$ cat src/rtl/rca_36b_pkg.sv
// Shared constants for the 36-bit ripple-carry adder.
// Holds the datapath width used by the adder and its users.
package rca_36b_pkg;

    localparam int RCA_WIDTH = 36;

endpackage

$ cat src/rtl/rca_36b_fa_1b.sv
// One-bit full adder cell used to build the ripple chain.
// Ports: a, b, ci in; s (sum), co (carry out) out.
module fa_1b (
    input  logic a,
    input  logic b,
    input  logic ci,
    output logic s,
    output logic co
);

    logic p;

    // Propagate term is shared by the sum and the carry.
    assign p  = a ^ b;
    assign s  = p ^ ci;
    assign co = (a & b) | (ci & p);

endmodule

$ cat src/rtl/rca_36b.sv
// Ripple-carry adder with registered outputs, one cycle of latency.
// Ports: clk, rst_n; S/Cout registered result; A, B, Cin operands.
module rca_36b
    import rca_36b_pkg::*;
#(
    parameter int WIDTH = RCA_WIDTH
) (
    input  logic             clk,
    input  logic             rst_n,
    output logic [WIDTH-1:0] S,
    output logic             Cout,
    input  logic [WIDTH-1:0] A,
    input  logic [WIDTH-1:0] B,
    input  logic             Cin
);

    logic [WIDTH:0]   c;
    logic [WIDTH-1:0] s;

    assign c[0] = Cin;

    // One cell per bit; carry ripples bit 0 upward with no lookahead.
    for (genvar i = 0; i < WIDTH; i++) begin : g_chain
        fa_1b u_fa (
            .a  (A[i]),
            .b  (B[i]),
            .ci (c[i]),
            .s  (s[i]),
            .co (c[i+1])
        );
    end

    always_ff @(posedge clk or negedge rst_n) begin
        if (!rst_n) begin
            S    <= '0;
            Cout <= 1'b0;
        end else begin
            S    <= s;
            Cout <= c[WIDTH];
        end
    end

endmodule

$ cat config.mk
export PLATFORM = sky130hd
export DESIGN_NAME = rca_36b
export DESIGN_NICKNAME = d
export VERILOG_FILES = /design/src/rtl/rca_36b_pkg.sv /design/src/rtl/rca_36b_fa_1b.sv /design/src/rtl/rca_36b.sv
export SDC_FILE = /design/constraint.sdc
export NUM_CORES = 1
export LEC_CHECK = 0
export BUFFER_PORTS_ARGS = -buffer_cell sky130_fd_sc_hd__clkbuf_2
export CORE_UTILIZATION = 37
export CTS_CLUSTER_DIAMETER = 80
export DETAILED_ROUTE_END_ITERATION = 8
export GPL_ROUTABILITY_DRIVEN = 1
export PLACE_DENSITY_LB_ADDON = 0.05
export SYNTH_ARGS = -nofsm -noshare
export SYNTH_HDL_FRONTEND = slang
export SYNTH_SLANG_ARGS = --single-unit
$ cat constraint.sdc
create_clock -name clk -period 0.8 [get_ports clk]
set_input_delay 0.08 -clock clk [delete_from_list [all_inputs] [get_ports clk]]
set_output_delay 0.08 -clock clk [all_outputs]
set_load 0.01 [all_outputs]
==> flow_summary.ini, run 1 <==
[worst_setup_path]
crit_path_end_kind = flip-flop
crit_family = adder cells
slowest_stage = fa_1
crit_buf_inv = 5
critPathMaxStageDelay_ns = 0.39
worstSetupPathType = input port to flip-flop
cp-start-kind = input port
arrival_ns = 12.83
worstPathRequired_ns = 1.02
cp_common_cell = fa_2
crit_fanout = 1

[place]
dp_hpwl_mm = 2.78
gp_congestion = 0.778
io_buffer_count = 111
dpl_cell_area_um2 = 2410
place_inst = 247

[route]
ant_nets = 0
drc = 0
routed_wl_mm = 3.30
vias_per_cell = 4.30
firstDrtPassIters = 4
vias = 1102
drt_iter0_drc = 33
wl_per_cell_um = 12.9

[floorplan]
fp.dieW_um = 69.5
rows = 24
dieArea_um2 = 4830
start_util = 0.387
core_area_um2 = 4350
io_pins = 112
die_height_um = 69.5

[cells_and_area]
register_area_um2 = 926
multiInputGateArea_um2 = 808
layout.cells.non_filler = 256
fin_area_um2 = 2520
drive_gt1_frac = 0.770
layout.nets = 314
area_growth_pct = 49.5
fillers = 368
fin_util = 0.578
layout_common_cells = clkbuf_2, dfrtp_1, fa_2, inv_1, clkbuf_8
final_common_cell = clkbuf_2
diodes = 0

[sta]
rsz0062_at_grt = true
slew_headroom = 0.868
tns_ns = -220.39
maxSlewViolCount = 0
worstMarginPinSlew_ns = 0.199
setup_viol_count_final = 73
layout_setup_ws_ns = -11.80
hold_viol_final = 0
clock.fmax_mhz = 79.4
layout_min_cycle_time_ns = 12.60
finalCritPeriodShare = 15.8

[synthesis]
synth_area_leaders = dfrtp_1, fa_1, inv_1
netlist_instances = 83
syn-num-nets = 194
synth_seq_cells = 37
synth.avg_cell_area_um2 = 20.3
yosysWarnings = 0
ys_seq_area_frac = 0.550
yosysTopAreaCellShare = 0.550
netlist_area_um2 = 1680
synth_cell_types = 3
synth_area_leader_cell = dfrtp_1

[cts]
cts_made_buffers = 5
cts_tree = built
path_clk_slew_ns = 0.07
clock_tree.root_cell = clkbuf_8
h-tree-depth = 2
clock-sinks = 37
cts_buffer_depth = 2

[global_route]
grt_use_met3 = 0.0610
grt_max_degree = 38
overflow = 0
antenna_found_initial = 0
met1_usage = 0.164
grt_pass1_wl_mm = 5.79
grt_pass1_vias = 1366
grt.met2_usage = 0.282
grt-busiest-layer = met2
grt.total_usage = 0.160

[status]
violations = setup timing
outcome = complete, but fails checks

[power]
ir_drop_uv = 1050
power.density_nw_per_um2 = 1950
power_uw = 4910
p_leak_uw = 0.00124

[min_path]
hp-class = input port to flip-flop

[job]
maxCapViolations = 0
[cells by family after synthesis]
logic type / synth area share
DFF: 0.550
adders and majority gates: 0.428
buffers and inverters: 0.0223
[worst paths after layout]
| path | startpoint | end | cells past startpoint |
|---|---|---|---|
| worst max-delay path | A[0] | S[35] | 41 |
| worst min-delay path | A[0] | S[0] | 2 |
| max in group asynchronous | rst_n | S[14] | 3 |
| min in group asynchronous | rst_n | S[12] | 3 |
[Yosys cell counts]
master,instances
dfrtp_1,37
inv_1,10
fa_1,36
[registers in the layout, indices dropped and copies added, names as in the netlist]
name,flops
S,36
Cout,1
[through the flow]
step	setup slack (ns)	hold slack [ns]
after floorplan	-11.69	-0.216
after global placement	-12.03	0.0622
after detailed placement	-12.17	0.0626
after CTS	-11.89	0.0945
after global routing	-12.11	0.0835
final	-11.80	0.0903
[area by class of cell]
type,count,area share
inverters,10,0.0149
repair buffers,113,0.238
well taps,52,0.0258
flip-flops and latches,37,0.368
clock buffers,6,0.0288
clock inverters,2,0.00398
multi-input cells,36,0.321
[routing by layer]
metal / up-vias / share of wire
li1: 479 / -
met1: 548 / 0.33
met2: 66 / 0.55
met3: 9 / 0.091
met4: 0 / 0.031
met5: - / 0
[report_power, final]
group | internal [uW] | total, uW | switching [uW]
registers | 2240 | 2330 | 99.1
clock network | 603 | 1240 | 633
logic | 645 | 1340 | 693
[what timing repair did]
action | 4_1_cts | 5_1_grt
endpoints found under the setup margin | 73 | 73
hold endpoints to repair | 37 | 0
resized for setup | 0 | 7
pin swaps | 2 | 2
hold buffers | 1 | 0
setup buffers | 0 | 0
Note: power is estimated with default switching activity, not from simulation.
==> inputs of run 2 (changes only) <==
--- a/config.mk
+++ b/config.mk
@@ -6,7 +6,7 @@
 export NUM_CORES = 1
 export LEC_CHECK = 0
 export BUFFER_PORTS_ARGS = -buffer_cell sky130_fd_sc_hd__clkbuf_2
-export CORE_UTILIZATION = 37
+export CORE_UTILIZATION = 41
 export CTS_CLUSTER_DIAMETER = 80
 export DETAILED_ROUTE_END_ITERATION = 8
 export GPL_ROUTABILITY_DRIVEN = 1
==> constraint.sdc (replaced) <==
create_clock -name clk -period 13 [get_ports clk]
set_input_delay 1.3 -clock clk [delete_from_list [all_inputs] [get_ports clk]]
set_output_delay 1.3 -clock clk [all_outputs]
set_load 0.01 [all_outputs]
==> flow_summary.ini, run 2 (same netlist as run 1, synthesis figures left out) <==
[global_route]
grt_max_degree = 38
grt.total_usage = 0.162
grt_pass1_vias = 1162
antenna_found_initial = 0
overflow = 0
grt_pass1_wl_mm = 4.87

[cts]
holdBufCountCts = 0
post_cts_buffers = 0
cts_made_buffers = 5
clock_tree.root_cell = clkbuf_8
path_clk_slew_ns = 0.07
h-tree-depth = 2
clock-sinks = 37
cts_buffer_depth = 2
cts_tree = built

[floorplan]
start_util = 0.443
dieArea_um2 = 4370
core_area_um2 = 3800
rows = 22
die_height_um = 66.1
io_pins = 112
fp.dieW_um = 66.1

[place]
gp_congestion = 0.716
dpl_cell_area_um2 = 2380
dp_hpwl_mm = 2.66
io_buffer_count = 111
dp_slack_ns = -1.15

[sta]
finalCritPeriodShare = 1.06
tns_ns = -2.04
layout_min_cycle_time_ns = 13.83
setup_viol_count_final = 4
slew_headroom = 0.397
whs_ns = 1.14
rsz0062_at_grt = true
maxSlewViolCount = 0
clock.fmax_mhz = 72.3
hold_viol_final = 0
worstMarginPinSlew_ns = 0.905
layout_setup_ws_ns = -0.825

[route]
vias_per_cell = 4.36
routed_wl_mm = 3.07
ant_nets = 0
firstDrtPassIters = 2
wl_per_cell_um = 12.3
drc = 0
vias = 1085
drt_iter0_drc = 37

[worst_setup_path]
slowest_stage = fa_2
worstPathRequired_ns = 13.23
arrival_ns = 14.05
crit_fanout = 1
crit_path_end_kind = flip-flop
cp-start-kind = input port
cp_common_cell = fa_2
critPathMaxStageDelay_ns = 0.42
worstSetupPathType = input port to flip-flop

[cells_and_area]
largest_reg_flops = 36
largestRegisters = S (36), Cout (1)
drive_gt1_frac = 0.786
fillers = 324
fin_area_um2 = 2480
final_common_cell = clkbuf_2
area_growth_pct = 47.4
regMostFlops = S
layout_common_cells = clkbuf_2, dfrtp_1, fa_2, clkbuf_8
diodes = 0
layout.nets = 312

[job]
maxCapViolations = 0

[min_path]
hp-class = input port to asynchronous set/reset pin

[status]
outcome = complete, but fails checks
violations = setup timing

[power]
power.density_nw_per_um2 = 122
p_leak_uw = 0.00122
ir_drop_uv = 78.2
-- run 2: cell count changes in the layout (fill, tap and decap cells not counted), sizes merged --
| cell | previous run | this run |
|---|---|---|
| clkbuf | 113 | 117 |
| buf | 5 | 1 |
| clkinv | 2 | 0 |
| dlygate4sd3 | 1 | 0 |
-- run 2: critical path, delay by kind of cell --
kind	cells	cell delay [ns]
buffers and inverters	5	0.31
adders and majority gates	36	12.42
-- run 2: repair_timing --
item,in CTS,in global routing
setup endpoints to repair,4,5
resized for setup,0,7
pin swaps,0,0
gates cloned,0,0
-- run 2: final timing paths --
check,start,to,depth (start not counted)
hold / removal,rst_n,S[3],1
setup / recovery,A[0],S[35],41
min in group clk,A[0],S[0],2
max in group asynchronous,rst_n,S[24],1
-- run 2: final cells by class --
cell class              instances  area, um2  share of cell area
flip-flops and latches         37        926               0.373
multi-input cells              36        811               0.327
repair buffers                111        562               0.226
clock buffers                   7       86.3              0.0348
well taps                      48       60.1              0.0242
inverters                      10       37.5              0.0151
-- run 2: per-layer routing --
| metal | wire, um | vias up | GRT usage |
|---|---|---|---|
| met4 | 70 | 0 | 0.0957 |
| li1 | - | 473 | - |
| met5 | 0 | - | 0 |
| met2 | 1630 | 67 | 0.272 |
| met1 | 999 | 537 | 0.172 |
| met3 | 374 | 8 | 0.0638 |
-- run 2: report_power, final --
group | internal, uW | switching, uW
registers | 138 | 5.76
clock network | 42.0 | 36.4
logic | 37.9 | 42.3
total | 217 | 84.5
-- run 2: stage by stage --
step,std cells,util,total power (uW)
finish,249,0.653,302
global route,249,0.653,326
CTS,249,0.651,307
detailed placement,242,0.628,228
global placement,242,0.628,223
floorplan,83,-,179
